`src/rtl/des_pkg.sv`:
```
// Purpose: shared DES key-schedule constants, permutation tables and rotate helpers.
// Latency: n/a (package; functions are purely combinational).
// Backpressure: n/a.
package des_pkg;

    localparam int HALF_W   = 28;
    localparam int SUBKEY_W = 48;
    localparam int CD_W     = 56;
    localparam int KEY_W    = 64;

    typedef enum logic {
        MODE_ENC = 1'b0,
        MODE_DEC = 1'b1
    } des_mode_e;

    // Left-rotation amount per round (rounds numbered 1..16).
    localparam int unsigned SHIFT_TABLE [1:16] = '{
        1, 1, 2, 2, 2, 2, 2, 2, 1, 2, 2, 2, 2, 2, 2, 1
    };

    // PC-1: source key bit (1 = MSB) for each of the 56 CD bits.
    localparam int unsigned PC1_TBL [1:56] = '{
        57, 49, 41, 33, 25, 17,  9,
         1, 58, 50, 42, 34, 26, 18,
        10,  2, 59, 51, 43, 35, 27,
        19, 11,  3, 60, 52, 44, 36,
        63, 55, 47, 39, 31, 23, 15,
         7, 62, 54, 46, 38, 30, 22,
        14,  6, 61, 53, 45, 37, 29,
        21, 13,  5, 28, 20, 12,  4
    };

    // PC-2: source CD bit for each of the 48 subkey bits.
    localparam int unsigned PC2_TBL [1:48] = '{
        14, 17, 11, 24,  1,  5,
         3, 28, 15,  6, 21, 10,
        23, 19, 12,  4, 26,  8,
        16,  7, 27, 20, 13,  2,
        41, 52, 31, 37, 47, 55,
        30, 40, 51, 45, 33, 48,
        44, 49, 39, 56, 34, 53,
        46, 42, 50, 36, 29, 32
    };

    // PC-1 load-path permutation; parity bits 8,16,..,64 are never selected.
    function automatic logic [1:56] pc1(input logic [1:64] k);
        logic [1:56] r;
        for (int i = 1; i <= 56; i++) begin
            r[i] = k[PC1_TBL[i]];
        end
        return r;
    endfunction

    // Shift amount of a round; rounds outside 1..16 never reach a rotate.
    function automatic logic [1:0] shift_of(input logic [4:0] round);
        int unsigned r;
        r = 32'(round);
        if (r >= 1 && r <= 16) begin
            return 2'(SHIFT_TABLE[r]);
        end
        return 2'd1;
    endfunction

    // 28-bit circular left rotate by 1 or 2 (bit 1 is the MSB).
    function automatic logic [1:28] rotl28(input logic [1:28] v, input logic [1:0] n);
        return (n == 2'd2) ? {v[3:28], v[1:2]} : {v[2:28], v[1]};
    endfunction

    // 28-bit circular right rotate by 1 or 2.
    function automatic logic [1:28] rotr28(input logic [1:28] v, input logic [1:0] n);
        return (n == 2'd2) ? {v[27:28], v[1:26]} : {v[28], v[1:27]};
    endfunction

endpackage

```
`src/rtl/des_pc2.sv`:
```
// Purpose: PC-2 compression permutation, 56-bit CD -> 48-bit round subkey.
// Latency: combinational.
// Backpressure: n/a.
module des_pc2
    import des_pkg::*;
(
    input  logic [1:56] i_cd,
    output logic [1:48] o_subkey
);

    // CD bits 9,18,22,25,35,38,43,54 are dropped by PC-2.
    logic w_dropped_unused;
    assign w_dropped_unused = ^{i_cd[9], i_cd[18], i_cd[22], i_cd[25],
                                i_cd[35], i_cd[38], i_cd[43], i_cd[54]};

    // Pure bit selection through the PC-2 table.
    always_comb begin
        o_subkey = '0;
        for (int i = 1; i <= 48; i++) begin
            o_subkey[i] = i_cd[PC2_TBL[i]];
        end
    end

endmodule

```
`src/rtl/des_subkey_gen.sv`:
```
// Purpose: sequential DES round-key generator streaming K1..K16 (enc) or K16..K1 (dec).
// Latency: first subkey valid the cycle after start; one subkey per cycle when ready stays high.
// Backpressure: subkey/subkey_idx held stable while subkey_valid=1 and subkey_ready=0.
module des_subkey_gen
    import des_pkg::*;
#(
    parameter int NUM_ROUNDS = 16
) (
    input  logic        clk,
    input  logic        rst_n,
    input  logic [1:64] key,
    input  logic        decrypt,
    input  logic        start,
    input  logic        abort,
    output logic [1:48] subkey,
    output logic [3:0]  subkey_idx,
    output logic        subkey_valid,
    input  logic        subkey_ready,
    output logic        busy,
    output logic        done
);

    localparam logic       ST_IDLE  = 1'b0;
    localparam logic       ST_RUN   = 1'b1;
    localparam logic [3:0] LAST_CNT = 4'(NUM_ROUNDS - 1);

    logic        r_state;
    des_mode_e   r_mode;
    logic [1:28] r_c;
    logic [1:28] r_d;
    logic [3:0]  r_cnt;
    logic [1:48] r_subkey;
    logic [3:0]  r_subkey_idx;
    logic        r_valid;
    logic        r_busy;
    logic        r_done;

    logic        w_load;
    logic        w_xfer;
    logic        w_last;
    logic        w_step;
    logic [1:56] w_pc1;
    logic [4:0]  w_round;
    logic [1:0]  w_shift;
    logic [1:28] w_c_next;
    logic [1:28] w_d_next;
    logic [1:48] w_pc2;
    logic        w_parity_unused;

    // Parity bits of the key carry no key material.
    assign w_parity_unused = ^{key[8], key[16], key[24], key[32],
                               key[40], key[48], key[56], key[64]};

    assign w_load = (r_state == ST_IDLE) && start && !abort;
    assign w_xfer = (r_state == ST_RUN) && r_valid && subkey_ready;
    assign w_last = w_xfer && (r_cnt == LAST_CNT);
    assign w_step = w_xfer && !w_last && !abort;
    assign w_pc1  = pc1(key);

    // Encrypt advances to round idx+2 (next subkey); decrypt undoes round idx+1 (subkey just sent).
    assign w_round = (r_mode == MODE_DEC) ? ({1'b0, r_subkey_idx} + 5'd1)
                                          : ({1'b0, r_subkey_idx} + 5'd2);
    assign w_shift = shift_of(w_round);

    // Next C/D: PC-1 load (pre-rotated for encrypt, since C16/D16 = C0/D0 for decrypt) or a round step.
    always_comb begin
        w_c_next = r_c;
        w_d_next = r_d;
        if (w_load) begin
            if (decrypt) begin
                w_c_next = w_pc1[1:28];
                w_d_next = w_pc1[29:56];
            end else begin
                w_c_next = rotl28(w_pc1[1:28],  2'(SHIFT_TABLE[1]));
                w_d_next = rotl28(w_pc1[29:56], 2'(SHIFT_TABLE[1]));
            end
        end else if (w_step) begin
            if (r_mode == MODE_DEC) begin
                w_c_next = rotr28(r_c, w_shift);
                w_d_next = rotr28(r_d, w_shift);
            end else begin
                w_c_next = rotl28(r_c, w_shift);
                w_d_next = rotl28(r_d, w_shift);
            end
        end
    end

    // Subkey is computed from the next C/D so it is registered alongside it.
    des_pc2 u_pc2 (
        .i_cd     ({w_c_next, w_d_next}),
        .o_subkey (w_pc2)
    );

    // Key-state datapath: C/D and the registered subkey update together.
    always_ff @(posedge clk or negedge rst_n) begin
        if (!rst_n) begin
            r_c      <= '0;
            r_d      <= '0;
            r_subkey <= '0;
        end else if (w_load || w_step) begin
            r_c      <= w_c_next;
            r_d      <= w_d_next;
            r_subkey <= w_pc2;
        end
    end

    // Control FSM: abort wins over start and transfer; done pulses after the final transfer.
    always_ff @(posedge clk or negedge rst_n) begin
        if (!rst_n) begin
            r_state      <= ST_IDLE;
            r_mode       <= MODE_ENC;
            r_cnt        <= '0;
            r_subkey_idx <= '0;
            r_valid      <= 1'b0;
            r_busy       <= 1'b0;
            r_done       <= 1'b0;
        end else if (abort) begin
            r_state <= ST_IDLE;
            r_cnt   <= '0;
            r_valid <= 1'b0;
            r_busy  <= 1'b0;
            r_done  <= 1'b0;
        end else begin
            r_done <= 1'b0;
            case (r_state)
                ST_IDLE: begin
                    if (start) begin
                        r_mode       <= des_mode_e'(decrypt);
                        r_cnt        <= '0;
                        r_subkey_idx <= decrypt ? LAST_CNT : 4'd0;
                        r_valid      <= 1'b1;
                        r_busy       <= 1'b1;
                        r_state      <= ST_RUN;
                    end
                end
                ST_RUN: begin
                    if (w_last) begin
                        r_valid <= 1'b0;
                        r_busy  <= 1'b0;
                        r_done  <= 1'b1;
                        r_state <= ST_IDLE;
                    end else if (w_xfer) begin
                        r_cnt        <= r_cnt + 4'd1;
                        r_subkey_idx <= (r_mode == MODE_DEC) ? (r_subkey_idx - 4'd1)
                                                             : (r_subkey_idx + 4'd1);
                    end
                end
                default: r_state <= ST_IDLE;
            endcase
        end
    end

    assign subkey       = r_subkey;
    assign subkey_idx   = r_subkey_idx;
    assign subkey_valid = r_valid;
    assign busy         = r_busy;
    assign done         = r_done;

endmodule

```
`config.mk`:
```
export PLATFORM = sky130hd
export DESIGN_NAME = des_subkey_gen
export DESIGN_NICKNAME = d
export VERILOG_FILES = /design/src/rtl/des_pkg.sv /design/src/rtl/des_pc2.sv /design/src/rtl/des_subkey_gen.sv
export SDC_FILE = /design/constraint.sdc
export NUM_CORES = 1
export LEC_CHECK = 0
export CAP_MARGIN = 40
export CORE_MARGIN = 5
export CORE_UTILIZATION = 45
export CTS_CLUSTER_SIZE = 28
export DETAILED_ROUTE_END_ITERATION = 10
export GPL_TIMING_DRIVEN = 0
export PLACE_DENSITY = 0.72
export SLEW_MARGIN = 10
export SYNTH_ARGS = -nofsm -noshare
export SYNTH_HDL_FRONTEND = slang
export SYNTH_SLANG_ARGS = --single-unit
export TNS_END_PERCENT = 10
```
`constraint.sdc`:
```
create_clock -name clk -period 3.2 [get_ports clk]
set_input_delay 0.64 -clock clk [delete_from_list [all_inputs] [get_ports clk]]
set_output_delay 0.64 -clock clk [all_outputs]
set_load 0.01 [all_outputs]
```
Yosys cells after proc, flatten, opt, wreduce, memory -nomap -nowiden
Memories as Yosys holds them, arrays and structs flattened. Index checks and enable logic that the tools add are counted.

Register bits: 116. Memory bits (read-only): 1024. Input port bits: 70. Memories: 1.

Memories: (name not given) (words 32, bits a word 32, read ports 1, clocked after Yosys merged registers in 0, wr ports 0, RTL line des_pkg.sv:59) `return 2'(SHIFT_TABLE[r]);`.

$add $sub $neg: 5. Order comparisons: 3. Equal/unequal tests: 9. Multiplexer cells: 40. Bitwise gates (word level): 3. Reduce and logical (&&, ||, !) cells: 17.

Operators by type and width (number): two-way mux 28 bit (12); two-way mux 4 bit (9); >= comparator 33 x 6 -> 1 bit, second input constant (1); NOT 5 -> 33 bit (1); case mux 4 bit (2 select lines) (2); two-way mux 1 bit (10); adder 4 x 1 -> 4 bit, second input constant (2); logical AND 1 bit (8); two-way mux 2 bit (4); inequality test 3 x 2 -> 1 bit, second input constant (2); inequality test 3 bit, second input constant (2); AND reduction 3 bit (2); adder 4 x 1 -> 5 bit, second input constant (1); adder 4 x 2 -> 5 bit, second input constant (1); >= comparator 5 x 1 -> 1 bit, second input constant (1); less-or-equal comparator 5 bit, second input constant (1); two-way mux 5 bit (1); equality test 4 bit, second input constant (1); inequality test 2 bit, second input constant (2); case mux 1 bit (2 select lines) (2); AND reduction 2 bit (2); AND reduction 4 bit (1); subtractor 4 x 1 -> 4 bit, second input constant (1); equality test 2 bit, second input constant (1); other kinds (5) (7).

Longest topological paths before layout
Gate-level depths: netlist of run 1.

Depth in word-level cells: 13. Mapped depth: 9. Depth with buffers taken out: 6.

Hierarchy
A second synthesis of run 1 with hierarchy kept.

Cells, all modules: 938. Area total of the unflattened synthesis: 8305.5 um^2.

By module, submodules not included: des_subkey_gen (instances 1, cells each 890, area each 7945.1 um^2); des_pc2 (instances 1, cells each 48, area each 360.3 um^2).

Worst setup path before layout of run 1
Ideal clock, no wire load.

Path type: reg2reg. From: register r_subkey_idx[1], in the netlist subkey_idx[1]. To: register r_c[6] in the netlist's numbering. Arrival: 2174 ps. Required time: 3074 ps. Slack: 900 ps. Stages on the path, launching flop included: 8. Path buffers: 1. Period minus slack after synthesis: 2300 ps. Path through: dfrtp_1 -> ha_1 -> xor2_2 -> a2111oi_4 -> buf_6 -> o21bai_1 -> a221o_1 -> a221o_1.

Word-level cells in the longest chain between the ends: 13.

RTL lines: start, declared (RTL line des_subkey_gen.sv:33) `logic [3:0] r_subkey_idx;`; start signal, assigned (RTL line des_subkey_gen.sv:130) `r_subkey_idx <= decrypt ? LAST_CNT : 4'd0;`; start signal, assigned (RTL line des_subkey_gen.sv:144) `r_subkey_idx <= (r_mode == MODE_DEC) ? (r_subkey_idx - 4'd1)`; adder 4 x 2 -> 5 bit or adder 4 x 1 -> 5 bit (tied branches) (RTL line des_subkey_gen.sv:62, des_subkey_gen.sv:61); two-way mux 5 bit * (RTL line des_subkey_gen.sv:61) `assign w_round = (r_mode == MODE_DEC) ? ({1'b0, r_subkey_idx} + 5'd1)`; NOT 5 -> 33 bit (not written as such) (RTL line des_pkg.sv:59); memory read (32 x 32 bit); two-way mux 2 bit (not written as such) (2 in series) (RTL line des_pkg.sv:59); two-way mux 2 bit (RTL line des_pkg.sv:58) `if (r >= 1 && r <= 16) begin`; two-way mux 2 bit * (RTL line des_pkg.sv:61) `return 2'd1;`; equality test 2 bit * (RTL line des_pkg.sv:66, des_pkg.sv:71); two-way mux 28 bit (on tied branches) (RTL line des_pkg.sv:66, des_pkg.sv:71); two-way mux 28 bit * (RTL line des_subkey_gen.sv:78) `if (r_mode == MODE_DEC) begin`; two-way mux 28 bit * (RTL line des_subkey_gen.sv:77) `end else if (w_step) begin`; two-way mux 28 bit * (RTL line des_subkey_gen.sv:69) `if (w_load) begin`; end signal, assigned (RTL line des_subkey_gen.sv:101) `r_c <= w_c_next;`; end, declared (RTL line des_subkey_gen.sv:29) `logic [1:28] r_c;`.

Mark *: on every way between the ends. The rest lies on a longest branch, timed or not. The select of a mux whose other input is x is not followed. A chain may end at the register's enable or synchronous reset.

Worst setup path in the final report of run 1
From: input port abort. To: register r_d[9] in the netlist's numbering.

Word-level cells in the longest chain between the ends: 4.

RTL lines: start, declared (RTL line des_subkey_gen.sv:14) `input logic abort,`; logical NOT 1 bit * (RTL line des_subkey_gen.sv:54, des_subkey_gen.sv:57); logical AND 1 bit (RTL line des_subkey_gen.sv:57) `assign w_step = w_xfer && !w_last && !abort;`; two-way mux 28 bit (RTL line des_subkey_gen.sv:77); two-way mux 28 bit (RTL line des_subkey_gen.sv:69); end signal, assigned (RTL line des_subkey_gen.sv:102) `r_d <= w_d_next;`; end, declared (RTL line des_subkey_gen.sv:30) `logic [1:28] r_d;`.

Marked as above.

==> results of run 1 <==
-- layout make-up --
type                    count  area (sq um)  share of cell area
plain buffers             109           666              0.0903
multi-input cells         457          3310               0.449
inverters                   5          18.8             0.00255
well taps                 172           215              0.0292
clock inverters             6          40.0             0.00543
clock buffers              10           239              0.0324
flip-flops and latches     68          1700               0.231
repair buffers            117          1180               0.160
-- cells in the mapped netlist, drive strengths merged, types with 3 or more instances --
cell type	n
o21bai	4
and3	3
xnor2	3
a21oi	58
nand3	4
or3	4
xor2	3
buf	78
ha	5
o211ai	38
nor3	36
inv	5
nor3b	12
o41ai	13
o21ai	11
a211oi	15
a221o	5
o22a	3
dfrtp	68
mux2i	94
a21o	4
nand2	8
nor2	63
o221ai	39
clkbuf	31
nor2b	8
-- final timing paths --
path	startpoint	endpoint	slack, ns	cells after the start
min in group clk	r_c[9]	r_c[9]	0.59	2
max in group asynchronous	rst_n	r_d[6]	2.39	2
worst min register to register	r_c[9]	r_c[9]	0.59	2
worst max-delay path	abort	r_d[9]	0.19	8
worst max register to register	r_cnt[0]	r_d[18]	0.36	7
worst min-delay path	rst_n	r_d[10]	0.23	1
-- kinds of logic (layout without fill, tap and decap cells) --
logic type      Yosys count  count (layout)  share of synthesized area
fa+ha+maj                 6               6                     0.0145
compound gates          205             205                      0.265
xor+xnor                  6               6                     0.0105
buf+inv                 114             247                      0.120
simple gates            145             145                      0.124
mux                      95              95                      0.167
flops                    68              68                      0.299
-- routing by layer --
metal / part of all wire / vias up / track usage / routed length (microns)
li1: - / 2668 / - / -
met5: 0 / - / 0 / 0
met1: 0.42 / 2903 / 0.362 / 8710
met4: 0.036 / 0 / 0.139 / 743
met2: 0.46 / 341 / 0.439 / 9600
met3: 0.083 / 73 / 0.0447 / 1720
-- worst max-delay path: stages --
cell	delay, ns
sky130_fd_sc_hd__clkdlybuf4s50_1	0.52
sky130_fd_sc_hd__clkbuf_1	0.37
sky130_fd_sc_hd__nand2b_1	0.16
sky130_fd_sc_hd__clkbuf_1	0.49
sky130_fd_sc_hd__clkbuf_1	0.63
sky130_fd_sc_hd__nor2_1	0.13
sky130_fd_sc_hd__a21oi_1	0.16
sky130_fd_sc_hd__o211ai_1	0.11
-- flip-flops by register name, indices dropped and copies added (netlist names) --
signal and cells:
busy 1, done 1, r_c 27, r_cnt 4
r_d 27, r_mode 1, r_state 1, subkey 2
subkey_idx 4
-- per-stage QoR --
stage          TNS, ns  cells  worst slack (ns)
6_report             0    944             0.185
5_1_grt              0    944             0.103
4_1_cts              0    944             0.263
3_5_place_dp    -0.580    928           -0.0941
3_3_place_gp    -66.15    926            -0.979
2_1_floorplan        0    639             0.900
-- power by group through the flow --
stage | clock network, mW | registers, mW | logic (mW)
6_report | 0.953 | 1.40 | 2.74
5_1_grt | 0.992 | 1.42 | 2.90
4_1_cts | 0.951 | 1.38 | 2.70
3_5_place_dp | 0 | 1.39 | 2.69
3_3_place_gp | 0 | 1.39 | 2.64
2_1_floorplan | 0 | 1.27 | 1.81
==> summary.md, run 1 <==
The antenna violation net count after detailed routing was 0. Once layout is done, the placed cells without fillers occupy 7370 sq um. The number of pins exceeding their max-slew limit in the final report was 0. The placed instances occupy a cell area of 7090 sq um.

After clock tree synthesis, the setup repair step added 0 buffers. For the number of antenna violations at the first check in global routing, the log shows 0. For the number of filler instances in the final layout, the log shows 1189. The mean instance size in the synthesized netlist came out at 8.91 sq um. The analysis attributes to cell leakage a power of 3.02 nW. Routability-driven placement finished with a final weighted congestion of 0.909. For the aggregate global routing overflow, the log shows 0. For this design the ratio of total power to cell area is 691 nW/um^2. For this block, the initial DRC count from the detailed router was 579. Counting flops with a built-in enable in the synthesized netlist gives 0. The logs give 9 for the total CTS buffers and 0.299 for the sequential area share after synthesis.

The clock power share is 0.187, and the clock sink count is 68. The primary flip-flop cell chosen by synthesis mapping is sky130_fd_sc_hd__dfrtp_1. For this block, the routed nets add up to 20.8 mm of wire.

For this run, design rule violations remaining after detail routing come to 0. The run gives 2.22 mW as the switching power. The post-synthesis async set-or-reset flop share was 1.00; the number of input and output port buffers inserted was 115.

The number of hold violations in the final report came out at 0. Worst slew slack as a fraction of its limit: 0.412. The classification of the worst setup path is input pin to flip-flop. After technology mapping, the gate count stands at 639. The flow ran to the end, and the final reports show no timing, DRC or antenna violations. In this run the vertical extent of the chip is 123 microns.

Dividing the detail-routed via count by the number of cells gives 6.34. The worst path needs 3.01 ns of the cycle, external delays included. The die is 123 microns wide. The synthesis-to-finish area growth is 29.4%.

The worst setup path is launched from an input pin. No sink is reached through more buffers than the 2 on the longest clock path. The logs give 0.589 for the final core utilization and 2.87 mW for the internal cell power.

TritonCTS built the clock tree. The run gives 32.2 mm as the wire length of the first global-routing pass. In the layout the commonest cells are 114 x sky130_fd_sc_hd__clkdlybuf4s50_1, 94 x sky130_fd_sc_hd__mux2i_1, 68 x sky130_fd_sc_hd__dfrtp_1, 61 x sky130_fd_sc_hd__nor2_1, 58 x sky130_fd_sc_hd__a21oi_1. Commonest non-fill, non-tap cell in the layout: sky130_fd_sc_hd__clkdlybuf4s50_1.

The critical path data required time was 3.39 ns; the average wire per standard cell was 22.0 microns. The netlist uses 52 different library cells. Derived from the worst setup path, the maximum achievable clock frequency is 332 MHz. Max-cap violations in this run came to 0. The worst-case IR drop observed on VDD is 0.371 mV. The tools report the synthesized netlist net count as 715.

The share of the synthesized area in the top cell type is 0.299, and the critical-path maximum fanout is 10. Between clock sinks in the finished design, the worst skew comes to 0.00659 ns. The repair_antennas step left the layout with diodes totalling 0. Post-CTS repair changed the size of 0 cells. Data arrives at the worst endpoint at 3.21 ns. The number of global-route vias before repair was 6104; the via count of the routed design was 5985. Nature of the critical path endpoint: a flip-flop. The clock tree synthesis step divided the H-tree into 3 levels.

The pin count of the biggest net entering global routing is 41. The combinational fraction of design power was 0.538. The die covers 15000 sq um. The hold slack was 0.231 ns; the share of power burned in registers was 0.275.

Total track usage: 0.275. Once detailed placement completed, the half-perimeter wirelength came to 14.9 mm. After clock tree synthesis, the clock-pin slew on the worst setup and hold paths is 0.06 ns. The register bit total from synthesis works out to 68. The number of hold buffers added after CTS was 0; the count of TritonRoute iterations in the first routing pass was 5. The logs give 12500 sq um for the core outline area and 0.455 for the effective utilization at floorplan.

The fraction of layout cells with a size suffix above 1 works out to 0.127. The fraction of power spent switching nets was 0.436. The net count of the finished layout is 843. The floorplan row count was 41; the clock latency of the later-clocked register in the worst-skew pair was 0.34 ns. The netlist area before placement came out at 5700 sq um.

The share of the cycle needed by the critical path after routing works out to 0.942. The transition time at the pin with the least slew margin came out at 0.882 ns. The cell chosen for the clock root is sky130_fd_sc_hd__clkbuf_16.

During synthesis, Yosys emitted a total of 0 warnings. By area the synthesized netlist is led by sky130_fd_sc_hd__dfrtp_1 30%, sky130_fd_sc_hd__mux2i_1 17%, sky130_fd_sc_hd__buf_4 7.1%. The I/O pin count is 125, and the total power draw is 5.09 mW.

Setup repair after global routing left no endpoint under its margin. The class of the tightest hold or removal check was input pin to asynchronous set/reset pin. For the total setup violations reported at the end of the flow, the log shows 0. The top cell type by total area after synthesis is sky130_fd_sc_hd__dfrtp_1.
Power figures use the tool's default switching activity.
==> run 2: changes to the inputs <==
- ABC_AREA: default -> 1
- CTS_CLUSTER_SIZE: 28 -> default
==> summary.md, run 2 <==
The run gives 0.340 mV as the maximum vdd ir drop. Using the TritonRoute via totals, the vias-per-cell ratio works out to 5.33. The maximum number of buffers from clock root to sink is 2, and the share of the synthesized area in the top cell type is 0.280. The run gives 0.461 as the worst slew slack as a fraction of its limit. The worst setup path is launched from an input pin. Primary flip-flop cell chosen by synthesis mapping: sky130_fd_sc_hd__dfrtp_1. Share of the cycle needed by the critical path after routing: 0.841.

The commonest cells after synthesis are 389 x sky130_fd_sc_hd__nand2_1, 134 x sky130_fd_sc_hd__inv_1, 119 x sky130_fd_sc_hd__nand3_1. Row generation in the floorplan step produced 42 rows. The die width works out to 126 microns.

The die outline height was 126 microns; the antenna violation net count after detailed routing was 0. The number of antenna violations at the first check in global routing is 0, and the amount of wire on met2 after detailed routing is 9.18 mm. For the wire length of the first global-routing pass, the log shows 34.2 mm.

For this run, design rule violations remaining after detail routing come to 0. In the final layout, the registers with the most flip-flops are r_c x27, r_d x27. The total setup violations reported at the end of the flow is 0, and the weighted congestion at the end of routability-driven global placement is 0.926. In the layout the commonest cells are 389 x sky130_fd_sc_hd__nand2_1, 134 x sky130_fd_sc_hd__inv_1, 119 x sky130_fd_sc_hd__nand3_1, 115 x sky130_fd_sc_hd__clkdlybuf4s50_1, 68 x sky130_fd_sc_hd__dfrtp_1. The tools report the cell chosen for the clock root as sky130_fd_sc_hd__clkbuf_16. The run gives 0.459 as the effective utilization at floorplan.

Leaving out fill and tap cells, the most frequent cell in the layout is sky130_fd_sc_hd__nand2_1. For flop-to-flop paths, the worst setup slack is 0.87 ns. Summed over all failing endpoints, the final setup total negative slack is 0 ns.

The run gives 0.263 as the total track usage. The nature of the critical path endpoint is a flip-flop. Power spread over the standard cell area amounts to 676 nW/um^2.

For this design, the sink count on the clock tree is 68. Setup repair after global routing left no endpoint under its margin. The largest single stage delay on the critical path is 0.60 ns. The number of different library cells in the post-synthesis netlist is 29. Data on the critical path is required at its endpoint by 3.49 ns. At the pin with the least slew margin, the transition time is 0.808 ns. TritonCTS built the clock tree. The HPWL after detailed placement is 15.4 mm.

The fraction of layout cells with a size suffix above 1 is 0.0886, and the number of flops mapped to enable cells by yosys is 0. In this run the critical register-to-register path is launched from r_cnt[0]. Derived from the worst setup path, the maximum achievable clock frequency is 371 MHz. The tools report the pin count of the biggest net entering global routing as 36. The logs give 1018 for the gate count after technology mapping and 0 for the aggregate global routing overflow. At the later pin of the worst-skew pair, clock insertion delay measures 0.35 ns. The number of input and output port buffers inserted is 116. The core region is 13200 sq um. The kind of cell with the highest combined delay on the critical path was buffers and inverters.

In this run the worst hold path is classified as input pin to asynchronous set/reset pin. The classification of the worst setup path is input pin to flip-flop. Count of TritonRoute iterations in the first routing pass: 7.

Along the worst path, the maximum fanout reaches 10. The via count of the routed design was 7072. The post-synthesis async set-or-reset flop share was 1.00; the post-cts sizing count was 0. The critical path data arrival time is 2.98 ns, and the post-CTS setup buffer count is 0. The average wire per standard cell was 15.8 microns; the register clock-pin slew on the reported worst setup and hold paths was 0.06 ns. The cell at the slowest stage of the critical path was sky130_fd_sc_hd__clkbuf_1.

The sequential area share after synthesis was 0.280; the time the worst path needs with I/O delays and setup was 2.69 ns. The die covers 15900 sq um. Register bit total from synthesis: 68.

The number of global-route vias before repair is 6761, and the number of cell instances on the worst register-to-register path is 8. Compared with the post-synthesis result, the final layout area differs by 28.0%. After detailed routing, the met3 layer carries 1.78 mm of wire. The post-route met1 wirelength is 9.20 mm. The synthesized design spends more area on one cell type than any other, namely sky130_fd_sc_hd__dfrtp_1.

The DRC violation total after the first TritonRoute iteration came out at 669. After detailed routing, no signal wire sits above met4. The tools report the number of max-cap violations as 0. The repair_antennas step left the layout with diodes totalling 0. Final hold analysis gives a worst-case slack of 0.236 ns.

Pin placement for this block handled 125 I/O pins. The logs give 0 for the number of pins exceeding their max-slew limit in the final report and 0 for the count of synthesis-stage warnings from yosys. The analysis attributes to cell leakage a power of 4.09 nW. The synthesized netlist occupies a cell area of 6080 sq um. The final layout contains 1222 nets.

The number of hold violations in the final report came out at 0. A synthesized cell averages 5.97 sq um. The signal on the critical path passes through clkdlybuf4s50_1 -> clkbuf_1 -> clkbuf_1 -> o21ai_0 -> o22ai_1 -> inv_1 -> nand2_1.

Synthesized netlist net count: 1094. For this block, the routed nets add up to 20.9 mm of wire. The run finished with clean final reports. The total CTS buffers was 9.

CTS built an H-tree with a depth of 3. Across the routed clock network, the largest skew measured is 0.00690 ns. Cell repeated most along the worst path: sky130_fd_sc_hd__clkbuf_1.

The most repeated cell in the gate-level netlist after synthesis is sky130_fd_sc_hd__nand2_1. Sorting the synthesized cells by area gives the leading types as sky130_fd_sc_hd__dfrtp_1 28%, sky130_fd_sc_hd__nand2_1 24%, sky130_fd_sc_hd__nand3_1 9.8%. The buffers plus inverters on the worst setup path is 4. For the number of hold buffers added after CTS, the log shows 0. In this run the critical register-to-register path is captured at r_d[18].
## run 2: changes by cell type in the layout (fill, tap and decap cells not counted), moves of 39 or more
| cell | delta |
|---|---|
| sky130_fd_sc_hd__nand3_1 | +115 |
| sky130_fd_sc_hd__o221ai_1 | -39 |
| sky130_fd_sc_hd__o21ai_0 | +51 |
| sky130_fd_sc_hd__mux2i_1 | -94 |
| sky130_fd_sc_hd__a21oi_1 | -52 |
| sky130_fd_sc_hd__nand2_1 | +381 |
| sky130_fd_sc_hd__inv_1 | +129 |
| sky130_fd_sc_hd__nand4_1 | +56 |
## run 2: how the worst max path moves through the flow
stage,from,end,slack [ns],depth (start not counted)
after global placement,rst_n,r_d[17],-1.00,1
after detailed placement,decrypt,r_c[9],0.20,7
after floorplan,subkey_idx[2],r_d[5],1.36,14
after global routing,decrypt,r_c[9],0.38,7
final,decrypt,r_c[9],0.51,7
after CTS,decrypt,r_c[9],0.56,7
## run 2: worst register-to-register path, cell delays in order (launching register included)
cell	delay [ns]
sky130_fd_sc_hd__dfrtp_1	0.41
sky130_fd_sc_hd__ha_1	0.23
sky130_fd_sc_hd__nand3_1	0.13
sky130_fd_sc_hd__nand4_1	0.15
sky130_fd_sc_hd__nor2_2	0.37
sky130_fd_sc_hd__buf_2	0.34
sky130_fd_sc_hd__buf_1	0.45
sky130_fd_sc_hd__nand2_1	0.12
sky130_fd_sc_hd__nand2_1	0.07
## run 2: logic make-up (layout without fill, tap and decap cells)
| kind of cell | Yosys count | after routing | synth area share |
|---|---|---|---|
| adder cells (fa/ha/maj) | 6 | 6 | 0.0136 |
| XOR/XNOR | 2 | 2 | 0.00288 |
| AND/OR/NAND/NOR | 596 | 596 | 0.420 |
| AO/OA/AOI/OAI | 93 | 93 | 0.0860 |
| flip-flops | 68 | 68 | 0.280 |
| buffers and inverters | 253 | 386 | 0.197 |
## run 2: final cells by class
| cell class | count | area [sq um] |
|---|---|---|
| Clock inverter | 6 | 63.8 |
| Timing Repair Buffer | 117 | 1180 |
| Sequential cell | 68 | 1700 |
| Clock buffer | 10 | 239 |
| Tap cell | 176 | 220 |
| Inverter | 139 | 522 |
| Buffer | 114 | 677 |
| Fill cell | 1340 | 5460 |
| Multi-Input combinational cell | 697 | 3180 |
## run 2: where the power goes
part / internal (mW) / switching [mW]
Clock: 0.624 / 0.425
Combinational: 1.26 / 1.79
Sequential: 1.04 / 0.126
## run 2: per-layer routing
| layer | up-vias | GRT usage |
|---|---|---|
| met2 | 367 | 0.411 |
| met1 | 3200 | 0.366 |
| met4 | 0 | 0.110 |
| met3 | 45 | 0.0360 |
| met5 | - | 0 |
| li1 | 3460 | - |
## run 2: per-stage QoR
stage,area (sq um),power (mW),setup slack [ns],std cells,utilization
after floorplan,6080,3.20,1.36,1018,-
after global placement,7460,4.14,-1.00,1310,0.563
after detailed placement,7480,4.15,0.203,1311,0.565
after CTS,7780,5.22,0.561,1327,0.588
after global routing,7780,5.66,0.378,1327,0.588
final,7780,5.26,0.508,1327,0.588
==> run 3: changes to the inputs <==
- clock period: 3.2 -> 2.5 ns (I/O delays scaled with it)
==> summary.md, run 3 (synthesized netlist as in run 2, its figures left out) <==
The run gives 0.456 as the worst slew slack as a fraction of its limit. The classification of the worst setup path is flip-flop to flip-flop. After the flow finishes, the layout carries non-filler instances totaling 1327. The run gives 0.459 as the effective utilization at floorplan.

Die outline height: 126 microns. The wire-length estimate of the detail-placed layout is 15.4 mm. Number of filler instances in the final layout: 1339.

The share of power burned in registers is 0.221. STA puts the critical path data arrival time at 2.63 ns. The die area was 15900 sq um. The total CTS buffers was 9; the number of antenna violations at the first check in global routing was 0. The run gives 3.74 mW as the internal cell power. IR analysis of the VDD net gives a maximum drop of 0.435 mV.

The worst setup path is captured at a flip-flop. Share of the cycle needed by the critical path after routing: 0.937. STA puts the critical path data required time at 2.78 ns. The critical-path maximum fanout was 10. The count of TritonRoute iterations in the first routing pass was 6; the final setup skew was 0.00717 ns. The total overflow left after global routing is 0. The class of the tightest hold or removal check was input pin to asynchronous set/reset pin. The number of pins exceeding their max-slew limit in the final report was 0. The switching power is 3.01 mW, and the antenna violation net count after detailed routing is 0. The ratio of total power to cell area was 868 nW/um^2; the floorplan row count was 42. Leaving out fill and tap cells, the most frequent cell in the layout is sky130_fd_sc_hd__nand2_1. The number of global-route vias before repair is 6761, and the number of hold violations in the final report is 0.

Summing all multi-input logic gate instances after layout gives 3180 sq um. The sum of negative setup slack came out at 0 ns. The analysis attributes to cell leakage a power of 4.10 nW. The routed layout has 7122 vias.

Buffers added to address setup during post-CTS repair amount to 0. For this run, the top clock speed supported by timing is 427 MHz. The final wirelength is 21.0 mm, and the synthesis-to-finish area growth is 28.0%.

The weighted congestion at the end of routability-driven global placement is 0.926. TritonCTS built the clock tree. The clock reaches the later pin of the worst-skew pair after 0.35 ns. The register clock-pin slew on the reported worst setup and hold paths was 0.06 ns. After detailed routing, the number of vias per cell comes to 5.37. The run finished with clean final reports. Setup violations remaining at the end of the flow were counted as 0.

The clock tree synthesis step divided the H-tree into 3 levels. For the total track usage, the log shows 0.263. Combinational fraction of design power: 0.581. The worst setup path is launched from a flip-flop. The tools report the wire length of the first global-routing pass as 34.2 mm. The transition time at the pin with the least slew margin was 0.816 ns. Entering global routing, the biggest net connects 36 pins. The cell chosen for the clock root is sky130_fd_sc_hd__clkbuf_16.

For the maximum number of buffers from clock root to sink, the log shows 2. The first routing iteration left 679 violations. The time the worst path needs with I/O delays and setup was 2.34 ns.

The number of input and output port buffers inserted was 116. I/O pin count: 125. For the least setup slack across all paths after layout, the log shows 0.158 ns. After detailed routing, the average wire length per cell comes to 15.8 microns. Across all hold checks on the routed design, the worst slack comes to 0.0957 ns. The clock net in this run drives a total of 68 sinks. The fraction of power spent switching nets is 0.446.

Across the run, the number of max-cap violations was 0. The die width was 126 microns. Setup repair after global routing could not meet its margin everywhere. The fraction of layout cells with a size suffix above 1 came out at 0.0895.

The logs give 1222 for the final layout net count and 0 for the DRC violation count after routing. 0 antenna diodes ended up in the layout. The total instance count after detailed placement came out at 1311. The worst slack at placement is -0.357 ns, and the clock power share is 0.199. The top cell types in the final layout, fill and taps aside, are 389 x sky130_fd_sc_hd__nand2_1, 134 x sky130_fd_sc_hd__inv_1, 119 x sky130_fd_sc_hd__nand3_1, 115 x sky130_fd_sc_hd__clkdlybuf4s50_1, 68 x sky130_fd_sc_hd__dfrtp_1. The largest registers in the layout are r_c x27, r_d x27.

The region available for standard cell placement spans 13200 sq um. The run gives 1700 sq um as the register area.
[run 3: worst max-delay path, stage by stage (launching register included)]
cell and delay [ns]:
sky130_fd_sc_hd__dfrtp_1 0.41, sky130_fd_sc_hd__ha_1 0.23, sky130_fd_sc_hd__nand3_1 0.13, sky130_fd_sc_hd__nand4_1 0.15
sky130_fd_sc_hd__nor2_2 0.37, sky130_fd_sc_hd__buf_2 0.34, sky130_fd_sc_hd__buf_1 0.46, sky130_fd_sc_hd__nand2_1 0.10
sky130_fd_sc_hd__nand2_1 0.09
[run 3: layout make-up]
type | count | share of cell area
plain buffers | 114 | 0.0871
repair buffers | 117 | 0.151
inverters | 139 | 0.0670
flip-flops and latches | 68 | 0.219
multi-input cells | 697 | 0.409
clock buffers | 10 | 0.0307
well taps | 176 | 0.0283
clock inverters | 6 | 0.00820
[run 3: what timing repair did]
action,CTS,global route
hold buffers,0,0
endpoints found under the setup margin,0,7
resized for setup,0,2
[run 3: layer usage]
| metal | global-route usage | vias up | routed length [microns] |
|---|---|---|---|
| met1 | 0.366 | 3230 | 9150 |
| met4 | 0.110 | 0 | 773 |
| met2 | 0.411 | 386 | 9220 |
| met3 | 0.0360 | 50 | 1850 |
| li1 | - | 3456 | - |
| met5 | 0 | - | 0 |
[run 3: final timing paths]
kind	from	end	slack [ns]	cells after the start
hold / removal	rst_n	r_c[17]	0.1	1
min in group clk	r_cnt[2]	r_cnt[2]	0.50	1
hold reg to reg	r_cnt[2]	r_cnt[2]	0.50	1
setup / recovery	r_cnt[0]	r_d[20]	0.16	8
max in group asynchronous	rst_n	r_d[10]	1.82	2
setup reg to reg	r_cnt[0]	r_d[20]	0.16	8
[run 3: power groups by stage]
stage	sequential, mW	clock (mW)	combinational (mW)
finish	1.49	1.34	3.92
global route	1.52	1.40	4.33
detailed placement	1.51	0	3.81
floorplan	1.47	0	2.63
global placement	1.50	0	3.79
CTS	1.49	1.35	3.84
[run 3: per-stage QoR]
stage               total power [mW]   util  cell area [sq um]
floorplan                       4.10      -               6080
global placement                5.30  0.563               7460
detailed placement              5.32  0.565               7480
CTS                             6.69  0.588               7780
global route                    7.25  0.588               7780
finish                          6.75  0.588               7780
